File: config.mk
export PLATFORM = sky130hd
export DESIGN_NAME = gerenciador_de_entradas
export DESIGN_NICKNAME = d
export VERILOG_FILES = /design/src/rtl/gerenciador_de_entradas.sv
export SDC_FILE = /design/constraint.sdc
export NUM_CORES = 1
export LEC_CHECK = 0
export ABC_AREA = 1
export BUFFER_PORTS_ARGS = -buffer_cell sky130_fd_sc_hd__buf_4
export CAP_MARGIN = 15
export CORE_AREA = 4 4 159 130
export DETAILED_ROUTE_END_ITERATION = 10
export DIE_AREA = 0 0 163 134
export GPL_ROUTABILITY_DRIVEN = 0
export HOLD_SLACK_MARGIN = 0.03
export PLACE_DENSITY = 0.71
export SKIP_CTS_REPAIR_TIMING = 1
export SLEW_MARGIN = 20
export SYNTH_ARGS = -nofsm -noshare
export SYNTH_HDL_FRONTEND = slang
export SYNTH_SLANG_ARGS = --single-unit
File: constraint.sdc
create_clock -name clk -period 3.1 [get_ports clk]
set_clock_uncertainty 0.15 [all_clocks]
set_input_delay 0 -clock clk [delete_from_list [all_inputs] [get_ports clk]]
set_output_delay 0 -clock clk [all_outputs]
set_load 0.005 [all_outputs]
File: src/rtl/gerenciador_de_entradas.sv
// gerenciador_de_entradas: keypad/switch decimal entry for the board I/O path.
// Debounces three raw keys, collects up to NUM_DIGITS BCD digits, converts
// them MSB-first into a binary value and hands it over with a valid/ack
// handshake.
// Optional build macro ENTRADA_SINAL_EN adds a sign switch (sinal_in) that
// makes valor the two's complement of the converted magnitude.

module debounce_tecla #(
    parameter int DEBOUNCE_CYCLES = 50000
) (
    input  logic clk,
    input  logic rst_n,
    input  logic i_tecla_n,
    output logic o_pulso
);
    localparam int CW = $clog2(DEBOUNCE_CYCLES);

    logic          r_sync1, r_sync2, r_estavel, r_pulso;
    logic [CW-1:0] r_cnt;

    // Synchronize the raw key, then accept a new level only after it has
    // differed from the stable level for DEBOUNCE_CYCLES consecutive cycles.
    always_ff @(posedge clk or negedge rst_n) begin
        if (!rst_n) begin
            r_sync1   <= 1'b1;
            r_sync2   <= 1'b1;
            r_estavel <= 1'b1;
            r_cnt     <= '0;
            r_pulso   <= 1'b0;
        end else begin
            r_sync1 <= i_tecla_n;
            r_sync2 <= r_sync1;
            r_pulso <= 1'b0;
            if (r_sync2 == r_estavel) begin
                r_cnt <= '0;
            end else if (r_cnt == CW'(DEBOUNCE_CYCLES - 1)) begin
                r_estavel <= r_sync2;
                r_cnt     <= '0;
                r_pulso   <= ~r_sync2;   // only press (high->low) is reported
            end else begin
                r_cnt <= r_cnt + 1'b1;
            end
        end
    end

    assign o_pulso = r_pulso;
endmodule

module gerenciador_de_entradas #(
    parameter int DEBOUNCE_CYCLES = 50000,
    parameter int NUM_DIGITS      = 8
) (
    input  logic        clk,
    input  logic        rst_n,
    input  logic [3:0]  digito_in,
    input  logic        key_digito_n,
    input  logic        key_enter_n,
    input  logic        key_limpa_n,
    input  logic        rd_ack,
`ifdef ENTRADA_SINAL_EN
    input  logic        sinal_in,
`endif
    output logic [31:0] valor,
    output logic        valor_valido,
    output logic [31:0] digitos_bcd,
    output logic [3:0]  num_digitos,
    output logic        erro
);
    localparam logic [1:0] S_IDLE    = 2'd0;
    localparam logic [1:0] S_CONVERT = 2'd1;
    localparam logic [1:0] S_VALID   = 2'd2;

    logic [2:0]  w_teclas_n, w_pulsos;
    logic        w_digito, w_enter, w_limpa;
    logic [3:0]  w_nibble;
    logic [26:0] w_acc_prox;
    logic [31:0] w_resultado, w_valor_final;

    logic [1:0]  r_estado;
    logic [31:0] r_bcd, r_valor;
    logic [3:0]  r_num;
    logic [26:0] r_acc;
    logic [2:0]  r_idx;
    logic        r_valido, r_erro;
`ifdef ENTRADA_SINAL_EN
    logic        r_sinal;
`endif

    assign w_teclas_n = {key_limpa_n, key_enter_n, key_digito_n};

    genvar g;
    generate
        for (g = 0; g < 3; g++) begin : g_deb
            debounce_tecla #(.DEBOUNCE_CYCLES(DEBOUNCE_CYCLES)) u_deb (
                .clk       (clk),
                .rst_n     (rst_n),
                .i_tecla_n (w_teclas_n[g]),
                .o_pulso   (w_pulsos[g])
            );
        end
    endgenerate

    assign w_digito = w_pulsos[0];
    assign w_enter  = w_pulsos[1];
    assign w_limpa  = w_pulsos[2];

    // acc*10 + nibble; 27 bits hold 99,999,999 so this never wraps.
    assign w_nibble    = r_bcd[{r_idx, 2'b00} +: 4];
    assign w_acc_prox  = (r_acc << 3) + (r_acc << 1) + {23'd0, w_nibble};
    assign w_resultado = {5'd0, w_acc_prox};
`ifdef ENTRADA_SINAL_EN
    assign w_valor_final = r_sinal ? (~w_resultado + 32'd1) : w_resultado;
`else
    assign w_valor_final = w_resultado;
`endif

    // Entry/convert/handshake FSM; clear overrides everything else.
    always_ff @(posedge clk or negedge rst_n) begin
        if (!rst_n) begin
            r_estado <= S_IDLE;
            r_bcd    <= '0;
            r_num    <= '0;
            r_acc    <= '0;
            r_idx    <= '0;
            r_valor  <= '0;
            r_valido <= 1'b0;
            r_erro   <= 1'b0;
`ifdef ENTRADA_SINAL_EN
            r_sinal  <= 1'b0;
`endif
        end else if (w_limpa) begin
            r_estado <= S_IDLE;
            r_bcd    <= '0;
            r_num    <= '0;
            r_valido <= 1'b0;
            r_erro   <= 1'b0;
        end else begin
            case (r_estado)
                S_IDLE: begin
                    if (w_enter) begin
                        r_acc <= '0;
                        r_idx <= 3'(r_num - 4'd1);
`ifdef ENTRADA_SINAL_EN
                        r_sinal <= sinal_in;
`endif
                        if (r_num == 4'd0) begin
                            r_valor  <= '0;
                            r_valido <= 1'b1;
                            r_estado <= S_VALID;
                        end else begin
                            r_estado <= S_CONVERT;
                        end
                    end else if (w_digito) begin
                        if (digito_in > 4'd9 || r_num == 4'(NUM_DIGITS)) begin
                            r_erro <= 1'b1;
                        end else begin
                            r_bcd <= {r_bcd[27:0], digito_in};
                            r_num <= r_num + 4'd1;
                        end
                    end
                end
                S_CONVERT: begin
                    if (r_idx == 3'd0) begin
                        r_valor  <= w_valor_final;
                        r_valido <= 1'b1;
                        r_estado <= S_VALID;
                    end else begin
                        r_acc <= w_acc_prox;
                        r_idx <= r_idx - 3'd1;
                    end
                end
                S_VALID: begin
                    if (rd_ack) begin
                        r_valido <= 1'b0;
                        r_bcd    <= '0;
                        r_num    <= '0;
                        r_estado <= S_IDLE;
                    end
                end
                default: r_estado <= S_IDLE;
            endcase
        end
    end

    assign valor        = r_valor;
    assign valor_valido = r_valido;
    assign digitos_bcd  = r_bcd;
    assign num_digitos  = r_num;
    assign erro         = r_erro;
endmodule

==> flow_summary.ini, run 1 <==
[global_route]
grt_pass1_wl_um = 38100
grt_usage_pct = 21.2
grt.overflow.total = 0
grt_max_degree = 81
grt_pass1_vias = 7748
antenna_found_initial = 0

[finish]
final_cells = 1587
final_nets = 1385
drive_gt1_share_pct = 16.9
synthToLayoutAreaGrowth_pct = 19.1
antennaDiodeCount = 0
final_area_um2 = 11200

[clock_network]
clk_pin_slew_worst_paths_ns = 0.06
root_buffer = clkbuf_16
insertion_delay_ns = 0.42
clockBufferDepth = 2
cts_tree = yes
cts_made_buffers = 17
cts_sinks = 156
htreeDepth = 4

[timing]
max-slew-margin-rel_pct = 27.9
final.min_clock_period_ns = 3.15
hold_viol_final = 0
period_share_pct = 102
setup_tns_ns = -0.221
slew_viol_final = 0
setup_viol = 8
hold_ws_ns = 0.0202
rsz0062_at_grt = yes
layout_setup_ws_ns = -0.0530
worstMarginPinSlew_ns = 1.08
fmax_mhz = 317

[power]
p_comb_share_pct = 2.3
p_int_mw = 3.34
leakagePower_nw = 5.73
p_per_area_nw_per_um2 = 379
p_sw_uw = 916
power_mw = 4.25
p_sw_share_pct = 21.6
p_clk_share_pct = 49.2
pwr-share-seq_pct = 48.5
vdd_drop_max_v = 0.000295

[placed_design]
dp.cells = 1541
numPortBuffers = 74
dpl_cell_area_um2 = 10300
dpl.hpwl_um = 16700

[detailed_routing]
drc = 0
drt-total-wl_um = 23300
ant_nets = 0
vias_per_cell = 5.25
wl_per_cell_um = 14.7
drtIter0Drc = 718
firstDrtPassIters = 5
via_count = 8331

[synthesis]
syn_area_um2 = 9430
synthArstFlopShare_pct = 100
seq_area_frac_synth_pct = 41.5
yosys_warnings = 0
synth.distinct_cells = 46
synth-seq-cells = 156
synth-edff-count = 0
synth_top_flop_cell = dfrtp_1
synth_top_area_share_pct = 39.0
synth_area_per_cell_um2 = 7.73
syn_inst = 1220
synth_top_cell_by_area = dfrtp_1
synthTopCellsByArea = dfrtp_1 39%, nand2_1 13%, ha_1 7.6%, inv_1 6.9%, nor2_1 4.4%

[status]
violations = negative setup slack
status = complete, but fails checks

[floorplan]
die_x_um = 163
rows = 45
die_h_um = 134
start_util_pct = 49.8
dieArea_um2 = 21800
coreArea_um2 = 18900
io_pins = 80

[critical_path]
startpoint_type = register
cp-end-kind = register
worstPathArrival_ns = 3.31
path_max_fanout = 5
required_ns = 3.26
critical_path_class = reg2reg

[hold_path]
hold_path.class = in2async

[job]
cap_violations = 0
==> worst max-delay path, cell delays in order, from the launching register on <==
cell and delay, ns:
dfrtp_2 0.47, buf_12 0.16, nand2_4 0.05, o21ai_2 0.06, a221oi_2 0.31, a31oi_1 0.09, ha_1 0.30, ha_2 0.19
inv_2 0.05, fa_2 0.38, inv_2 0.09, nand3_2 0.07, nand3_2 0.09, nand2_2 0.07, nand2_4 0.11, nand3_2 0.09
nand2_1 0.09, nand2_1 0.07, nand4_1 0.07, nand2_1 0.06
==> area by class of cell <==
cell class | instances | area, µm²
Inverter | 182 | 686
Tap cell | 258 | 323
Clock buffer | 23 | 478
Multi-Input combinational cell | 857 | 4860
Clock inverter | 9 | 111
Timing Repair Buffer | 102 | 852
Fill cell | 1690 | 7690
Sequential cell | 156 | 3920
==> sequential cells by signal (all words and copies together) (netlist names), 2 cells and up <==
| name | count |
|---|---|
| valor | 27 |
| r_acc | 26 |
| r_idx | 3 |
| num_digitos | 4 |
| g_deb.u_deb.r_sync2 | 3 |
| g_deb.u_deb.r_sync1 | 3 |
| g_deb.u_deb.r_estavel | 3 |
| digitos_bcd | 32 |
| g_deb.u_deb.o_pulso | 3 |
| r_estado | 2 |
| g_deb.u_deb.r_cnt | 48 |
==> through the flow <==
| step | setup WS (ns) | util, % |
|---|---|---|
| 2_1_floorplan | 0.144 | - |
| 3_3_place_gp | 0.0546 | 54.3 |
| 3_5_place_dp | -0.0632 | 54.3 |
| 4_1_cts | -0.0996 | 57.4 |
| 5_1_grt | -0.197 | 59.3 |
| 6_report | -0.0530 | 59.3 |
==> Yosys cell counts (6+ instances only) <==
| master | instances |
|---|---|
| inv_2 | 6 |
| nand3_1 | 69 |
| or2_2 | 10 |
| nand3b_1 | 6 |
| a21oi_1 | 40 |
| xor2_1 | 22 |
| nor3_1 | 29 |
| o22ai_2 | 20 |
| nor2_1 | 110 |
| o21ai_0 | 75 |
| nand4_1 | 37 |
| dfrtp_1 | 147 |
| nand2_1 | 326 |
| buf_2 | 12 |
| nor4_1 | 10 |
| ha_1 | 57 |
| buf_4 | 6 |
| inv_1 | 174 |
| dfstp_2 | 9 |
==> placed cells by master, fill, tap and decap left out, drive strengths merged, types with 3 or more instances in the layout <==
| cell type | instances |
|---|---|
| a211oi | 3 |
| a21oi | 40 |
| nor3b | 6 |
| xnor2 | 4 |
| nand2 | 326 |
| inv | 182 |
| o22ai | 20 |
| clkbuf | 25 |
| nand4 | 37 |
| or2 | 11 |
| o31ai | 3 |
| nand3b | 6 |
| dfrtp | 147 |
| nor2 | 111 |
| nand3 | 71 |
| nor3 | 33 |
| nor4 | 10 |
| dlygate4sd3 | 9 |
| buf | 91 |
| clkinv | 5 |
| conb | 5 |
| o21a | 3 |
| dfstp | 9 |
| o21ai | 76 |
| xor2 | 22 |
| ha | 57 |
==> final timing paths <==
check / from / end / slack [ns] / cells past startpoint
worst max-delay path: r_idx[0] / r_acc[18] / -0.05 / 19
worst min-delay path: rst_n / digitos_bcd[25] / 0.02 / 2
worst max register to register: r_idx[0] / r_acc[18] / -0.05 / 19
worst min register to register: g_deb[1].u_deb.r_sync1 / g_deb[1].u_deb.r_sync2 / 0.21 / 0
max in group asynchronous: rst_n / g_deb[1].u_deb.r_sync1 / 1.86 / 3
min in group clk: key_limpa_n / g_deb[2].u_deb.r_sync1 / 0.07 / 2
==> power by group through the flow <==
stage	combinational, mW	sequential (mW)	clock (mW)
after floorplan	0.0320	2.10	0
after global placement	0.0898	2.10	0
after detailed placement	0.0909	2.10	0
after CTS	0.0912	2.06	2.13
after global routing	0.113	2.06	2.22
final	0.0961	2.06	2.09
==> cells by family after synthesis <==
logic type,synth area share (%)
DFF,41.5
buffers and inverters,9.16
adders and majority gates,7.99
xor gates and xnor gates,2.41
AOI/OAI and AO/OA,10.6
and+or+nand+nor,28.3
other,0.0398
==> layer usage <==
metal | up-vias | routed length (µm) | track usage, %
met5 | - | 0 | 0
li1 | 4155 | - | -
met3 | 20 | 1400 | 4.45
met2 | 217 | 10400 | 32.2
met1 | 3939 | 11300 | 31.9
met4 | 0 | 165 | 3.68
Note: power is estimated with default switching activity, not from simulation.
==> inputs of run 2 (changes only) <==
--- a/config.mk
+++ b/config.mk
@@ -8,13 +8,16 @@
 export ABC_AREA = 1
 export BUFFER_PORTS_ARGS = -buffer_cell sky130_fd_sc_hd__buf_4
 export CAP_MARGIN = 15
-export CORE_AREA = 4 4 159 130
+export CELL_PAD_IN_SITES_DETAIL_PLACEMENT = 0
+export CELL_PAD_IN_SITES_GLOBAL_PLACEMENT = 2
+export CORE_AREA = 4 4 197 161
 export DETAILED_ROUTE_END_ITERATION = 10
-export DIE_AREA = 0 0 163 134
+export DIE_AREA = 0 0 201 165
 export GPL_ROUTABILITY_DRIVEN = 0
 export HOLD_SLACK_MARGIN = 0.03
-export PLACE_DENSITY = 0.71
+export PLACE_DENSITY_LB_ADDON = 0.1
 export SKIP_CTS_REPAIR_TIMING = 1
+export SKIP_LAST_GASP = 1
 export SLEW_MARGIN = 20
 export SYNTH_ARGS = -nofsm -noshare
 export SYNTH_HDL_FRONTEND = slang
==> constraint.sdc (replaced) <==
create_clock -name clk -period 3.1 [get_ports clk]
set_clock_uncertainty 0.15 [all_clocks]
set_input_delay 0.31 -clock clk [delete_from_list [all_inputs] [get_ports clk]]
set_output_delay 0.31 -clock clk [all_outputs]
set_load 0.005 [all_outputs]
==> run 2 against run 1 <==
  * The flow now finishes without violations
  * Final cell count grew 8.4%
  * Critical path depth decreased by 2
  * Cell area rose by 2.1%
  * Global-route usage down 4.1 points
  * Critical path type unchanged
  * Largest cell class unchanged
==> flow_summary.ini, run 2 (synthesis results as in run 1) <==
[timing]
fmax_mhz = 338
rsz0062_at_grt = yes
slew_viol_final = 0
setup_tns_ns = 0
max-slew-margin-rel_pct = 39.2
period_share_pct = 95.5
worstMarginPinSlew_ns = 0.908
setup_viol = 0
hold_ws_ns = 0.204
final.min_clock_period_ns = 2.96
hold_viol_final = 0

[finish]
fillers = 3152
final_cells = 1720
drive_gt1_share_pct = 18.1
synthToLayoutAreaGrowth_pct = 21.5
antennaDiodeCount = 0
regMostFlops = g_deb.u_deb.r_cnt
final_area_um2 = 11500
final_nets = 1393
final_cell_mix = 310 x nand2_1, 169 x inv_1, 147 x dfrtp_1
largest_reg_flops = 48
utilization_pct = 38.3
final_common_cell = nand2_1

[detailed_routing]
ant_nets = 0
drc = 0
drtIter0Drc = 417
firstDrtPassIters = 5
via_count = 8090
vias_per_cell = 4.70
wl_per_cell_um = 16.4
drt-total-wl_um = 28100

[clock_network]
clockBufferDepth = 2
root_buffer = clkbuf_16
cts_made_buffers = 17
htreeDepth = 4
cts_sinks = 156
cts_tree = yes
insertion_delay_ns = 0.43
clk_pin_slew_worst_paths_ns = 0.07

[critical_path]
crit_path_max_incr_delay_ns = 0.52
path_max_fanout = 7
required_ns = 3.24
critical_path_class = reg2reg
startpoint_type = register
cp_num_cells = 17
rr_worst_depth = 17
worstPathArrival_ns = 3.10
cp_num_buf_inv = 2
slowest_stage = fa_1
cp_top_family = adder cells
worstPathCellList = buf_4 > a21oi_1 > o21ai_1 > nand3_1 > nand2_1 > fa_1 > fa_2 > inv_2 > nand3_2 > nand3_2 > nand2_2 > nand2_4 > nand2_2 > nand2_1 > nand2_1 > nand3_2 > o21ai_2
cp-end-kind = register

[placed_design]
dpl_cell_area_um2 = 10500
dpl.hpwl_um = 21500
dp.cells = 1680
numPortBuffers = 74

[job]
cap_violations = 0

[global_route]
grt_pass1_wl_um = 44700
antenna_found_initial = 0
grt_usage_pct = 17.2
grt.overflow.total = 0
grt_pass1_vias = 7821
grt_max_degree = 77

[floorplan]
coreArea_um2 = 29900
io_pins = 80
die_x_um = 201
die_h_um = 165
dieArea_um2 = 33200
start_util_pct = 31.6
rows = 57

[hold_path]
hold_path.class = reg2reg
hold_path_depth = 0

[power]
p_int_mw = 3.42
pwr-share-seq_pct = 46.6
p_clk_share_pct = 51.2
leakagePower_nw = 5.78
p_sw_share_pct = 22.6
vdd_drop_max_v = 0.000373
p_comb_share_pct = 2.3
p_sw_mw = 1.00
p_per_area_nw_per_um2 = 386

[status]
status = finished clean
[run 2: cell types whose count changed in the layout (fill, tap and decap cells not counted), moves of 2 or more]
cell,change
o21ai_2,+4
nand2_1,-3
nand2_2,+4
buf_4,+10
inv_6,+3
nand3_2,-2
clkbuf_16,-2
o21ai_0,+3
o21ai_1,-7
clkbuf_1,-3
[run 2: worst paths after layout]
kind	startpoint	endpoint	slack, ns
worst min register to register	g_deb[1].u_deb.r_sync1	g_deb[1].u_deb.r_sync2	0.20
worst max-delay path	r_idx[0]	r_acc[14]	0.14
min in group asynchronous	rst_n	valor[17]	0.31
worst max register to register	r_idx[0]	r_acc[14]	0.14
worst min-delay path	g_deb[1].u_deb.r_sync1	g_deb[1].u_deb.r_sync2	0.20
max in group asynchronous	rst_n	num_digitos[1]	1.76
[run 2: per-stage QoR]
step,power [mW],setup slack (ns)
after CTS,4.51,-0.0858
after global placement,2.20,0.0189
after floorplan,2.13,0.144
after detailed placement,2.20,-0.0656
final,4.42,0.139
after global routing,4.60,-0.0790
[run 2: area by class of cell]
cell class	instances	area (µm²)	area share, %
clock buffers	20	467	4.07
clock inverters	12	156	1.37
inverters	182	686	5.98
multi-input cells	857	4880	42.6
flip-flops and latches	156	3920	34.2
well taps	383	479	4.18
repair buffers	110	878	7.67
[run 2: power groups by stage]
stage / combinational, mW / clock (mW) / sequential (mW)
2_1_floorplan: 0.0320 / 0 / 2.10
3_3_place_gp: 0.0979 / 0 / 2.10
3_5_place_dp: 0.0977 / 0 / 2.10
4_1_cts: 0.0979 / 2.35 / 2.06
5_1_grt: 0.119 / 2.42 / 2.06
6_report: 0.100 / 2.26 / 2.06
[run 2: worst reg2reg max path, stage by stage, from the launching register on]
cell     delay (ns)
dfrtp_1        0.41
buf_4          0.17
a21oi_1        0.13
o21ai_1        0.09
nand3_1        0.09
nand2_1        0.08
fa_1           0.52
fa_2           0.45
inv_2          0.08
nand3_2        0.06
nand3_2        0.10
nand2_2        0.07
nand2_4        0.11
nand2_2        0.06
nand2_1        0.07
nand2_1        0.06
nand3_2        0.09
o21ai_2        0.06
[run 2: metal layers]
layer / vias up / global-route usage (%) / wire length (µm)
met2: 62 / 25.7 / 11900
met1: 3846 / 26.0 / 15400
met3: 15 / 2.98 / 607
li1: 4167 / - / -
met4: 0 / 3.44 / 233
met5: - / 0 / 0
==> inputs of run 3 (changes only) <==
--- a/config.mk
+++ b/config.mk
@@ -15,6 +15,7 @@
 export DIE_AREA = 0 0 201 165
 export GPL_ROUTABILITY_DRIVEN = 0
 export HOLD_SLACK_MARGIN = 0.03
+export MAX_ROUTING_LAYER = met4
 export PLACE_DENSITY_LB_ADDON = 0.1
 export SKIP_CTS_REPAIR_TIMING = 1
 export SKIP_LAST_GASP = 1
==> run 3 against run 2 <==
  * Maximum frequency about the same
  * Sequential share of layout area barely moved
  * Clock power about the same
  * Total power is essentially flat
  * Clock-buffer cell count unchanged
  * Critical path type unchanged
==> flow_summary.ini, run 3 (synthesis results as in run 1) <==
[status]
status = finished clean

[finish]
largest_reg_flops = 48
regMostFlops = g_deb.u_deb.r_cnt
antennaDiodeCount = 0
synthToLayoutAreaGrowth_pct = 21.4
final_cells = 1720
final_nets = 1393
final_cell_mix = 310 x nand2_1, 169 x inv_1, 147 x dfrtp_1
utilization_pct = 38.3
drive_gt1_share_pct = 18.1
final_common_cell = nand2_1

[power]
leakagePower_nw = 5.78
p_per_area_nw_per_um2 = 387
vdd_drop_max_v = 0.000373

[critical_path]
startpoint_type = register
worstPathArrival_ns = 3.10
crit_path_end = r_acc[14]
cp_top_family = adder cells
rr_worst_depth = 17
cp_num_buf_inv = 2
crit_path_max_incr_delay_ns = 0.52
critical_path_class = reg2reg
r2r_end = r_acc[14]
reg2reg_from = r_idx[0]
cp_num_cells = 17
path_max_fanout = 7
startpoint = r_idx[0]
worstPathCellList = buf_4 > a21oi_1 > o21ai_1 > nand3_1 > nand2_1 > fa_1 > fa_2 > inv_2 > nand3_2 > nand3_2 > nand2_2 > nand2_4 > nand2_2 > nand2_1 > nand2_1 > nand3_2 > o21ai_2
r2r_slack_ns = 0.14
required_ns = 3.24
slowest_stage = fa_1
cp-end-kind = register

[timing]
slew_viol_final = 0
period_share_pct = 95.6
max-slew-margin-rel_pct = 39.1
setup_viol = 0
worstMarginPinSlew_ns = 0.910
hold_ws_ns = 0.204
final.min_clock_period_ns = 2.96
setup_tns_ns = 0
hold_viol_final = 0
layout_setup_ws_ns = 0.137
fmax_mhz = 337
rsz0062_at_grt = yes

[floorplan]
rows = 57
die_x_um = 201
dieArea_um2 = 33200
start_util_pct = 31.6
io_pins = 80
coreArea_um2 = 29900
die_h_um = 165

[global_route]
grt.overflow.total = 0
top_usage_layer = met1
use_met1_pct = 26.2
antenna_found_initial = 0
grt_pass1_vias = 7810
grt_max_degree = 77
use_met2_pct = 25.6
grt_pass1_wl_um = 44800
grt_usage_pct = 17.7
gr-usage-met3_pct = 2.94

[placed_design]
dpl.hpwl_um = 21500
post-place-ws_ns = -0.0656
dp.cells = 1680
numPortBuffers = 74

[detailed_routing]
drtIter0Drc = 420
drt-total-wl_um = 28200
wl_per_cell_um = 16.4
firstDrtPassIters = 5
drc = 0
via_count = 8071
vias_per_cell = 4.69
ant_nets = 0

[clock_network]
cts_sinks = 156
insertion_delay_ns = 0.43
clockBufferDepth = 2
clk_pin_slew_worst_paths_ns = 0.07
cts_tree = yes
cts_made_buffers = 17
htreeDepth = 4
root_buffer = clkbuf_16

[hold_path]
hold_path.class = reg2reg

[job]
cap_violations = 0
-- run 3: cell counts in the layout (fill, tap and decap cells not counted) --
No cell type changed its count.
-- run 3: area by class of cell --
type | count | area [µm²]
Fill cell | 3153 | 18400
Multi-Input combinational cell | 857 | 4870
Sequential cell | 156 | 3920
Timing Repair Buffer | 110 | 878
Inverter | 182 | 686
Tap cell | 383 | 479
Clock buffer | 20 | 467
Clock inverter | 12 | 156
-- run 3: worst register-to-register path, cell delays in order (launching register included) --
cell and delay [ns]:
dfrtp_1 0.41, buf_4 0.17, a21oi_1 0.13, o21ai_1 0.09
nand3_1 0.09, nand2_1 0.08, fa_1 0.52, fa_2 0.45
inv_2 0.08, nand3_2 0.06, nand3_2 0.10, nand2_2 0.07
nand2_4 0.11, nand2_2 0.06, nand2_1 0.07, nand2_1 0.06
nand3_2 0.09, o21ai_2 0.06
-- run 3: where the power goes --
| group | internal [mW] | leakage (nW) | switching [mW] | total, mW |
|---|---|---|---|---|
| Sequential | 2.05 | 2.14 | 0.00922 | 2.06 |
| Clock | 1.34 | 0.308 | 0.924 | 2.26 |
| Combinational | 0.0304 | 3.33 | 0.0696 | 0.100 |
| Total | 3.42 | 5.78 | 1.00 | 4.43 |
-- run 3: per-layer routing --
| metal | vias up | wire length, µm |
|---|---|---|
| li1 | 4165 | - |
| met1 | 3801 | 15300 |
| met2 | 85 | 11800 |
| met3 | 20 | 779 |
| met4 | 0 | 261 |
| met5 | - | 0 |
-- run 3: worst min-delay path by stage --
stage | startpoint | endpoint | depth (start not counted)
floorplan | rst_n | digitos_bcd[0] | 0
global placement | g_deb[1].u_deb.r_sync1 | g_deb[1].u_deb.r_sync2 | 0
detailed placement | g_deb[2].u_deb.r_sync1 | g_deb[2].u_deb.r_sync2 | 0
CTS | rst_n | valor[17] | 1
global route | g_deb[2].u_deb.r_sync1 | g_deb[2].u_deb.r_sync2 | 0
finish | g_deb[1].u_deb.r_sync1 | g_deb[1].u_deb.r_sync2 | 0
-- run 3: metrics by stage --
step	area, µm²	power (mW)
global placement	10500	2.20
CTS	11200	4.51
floorplan	9440	2.13
detailed placement	10500	2.20
finish	11400	4.43
global route	11400	4.60
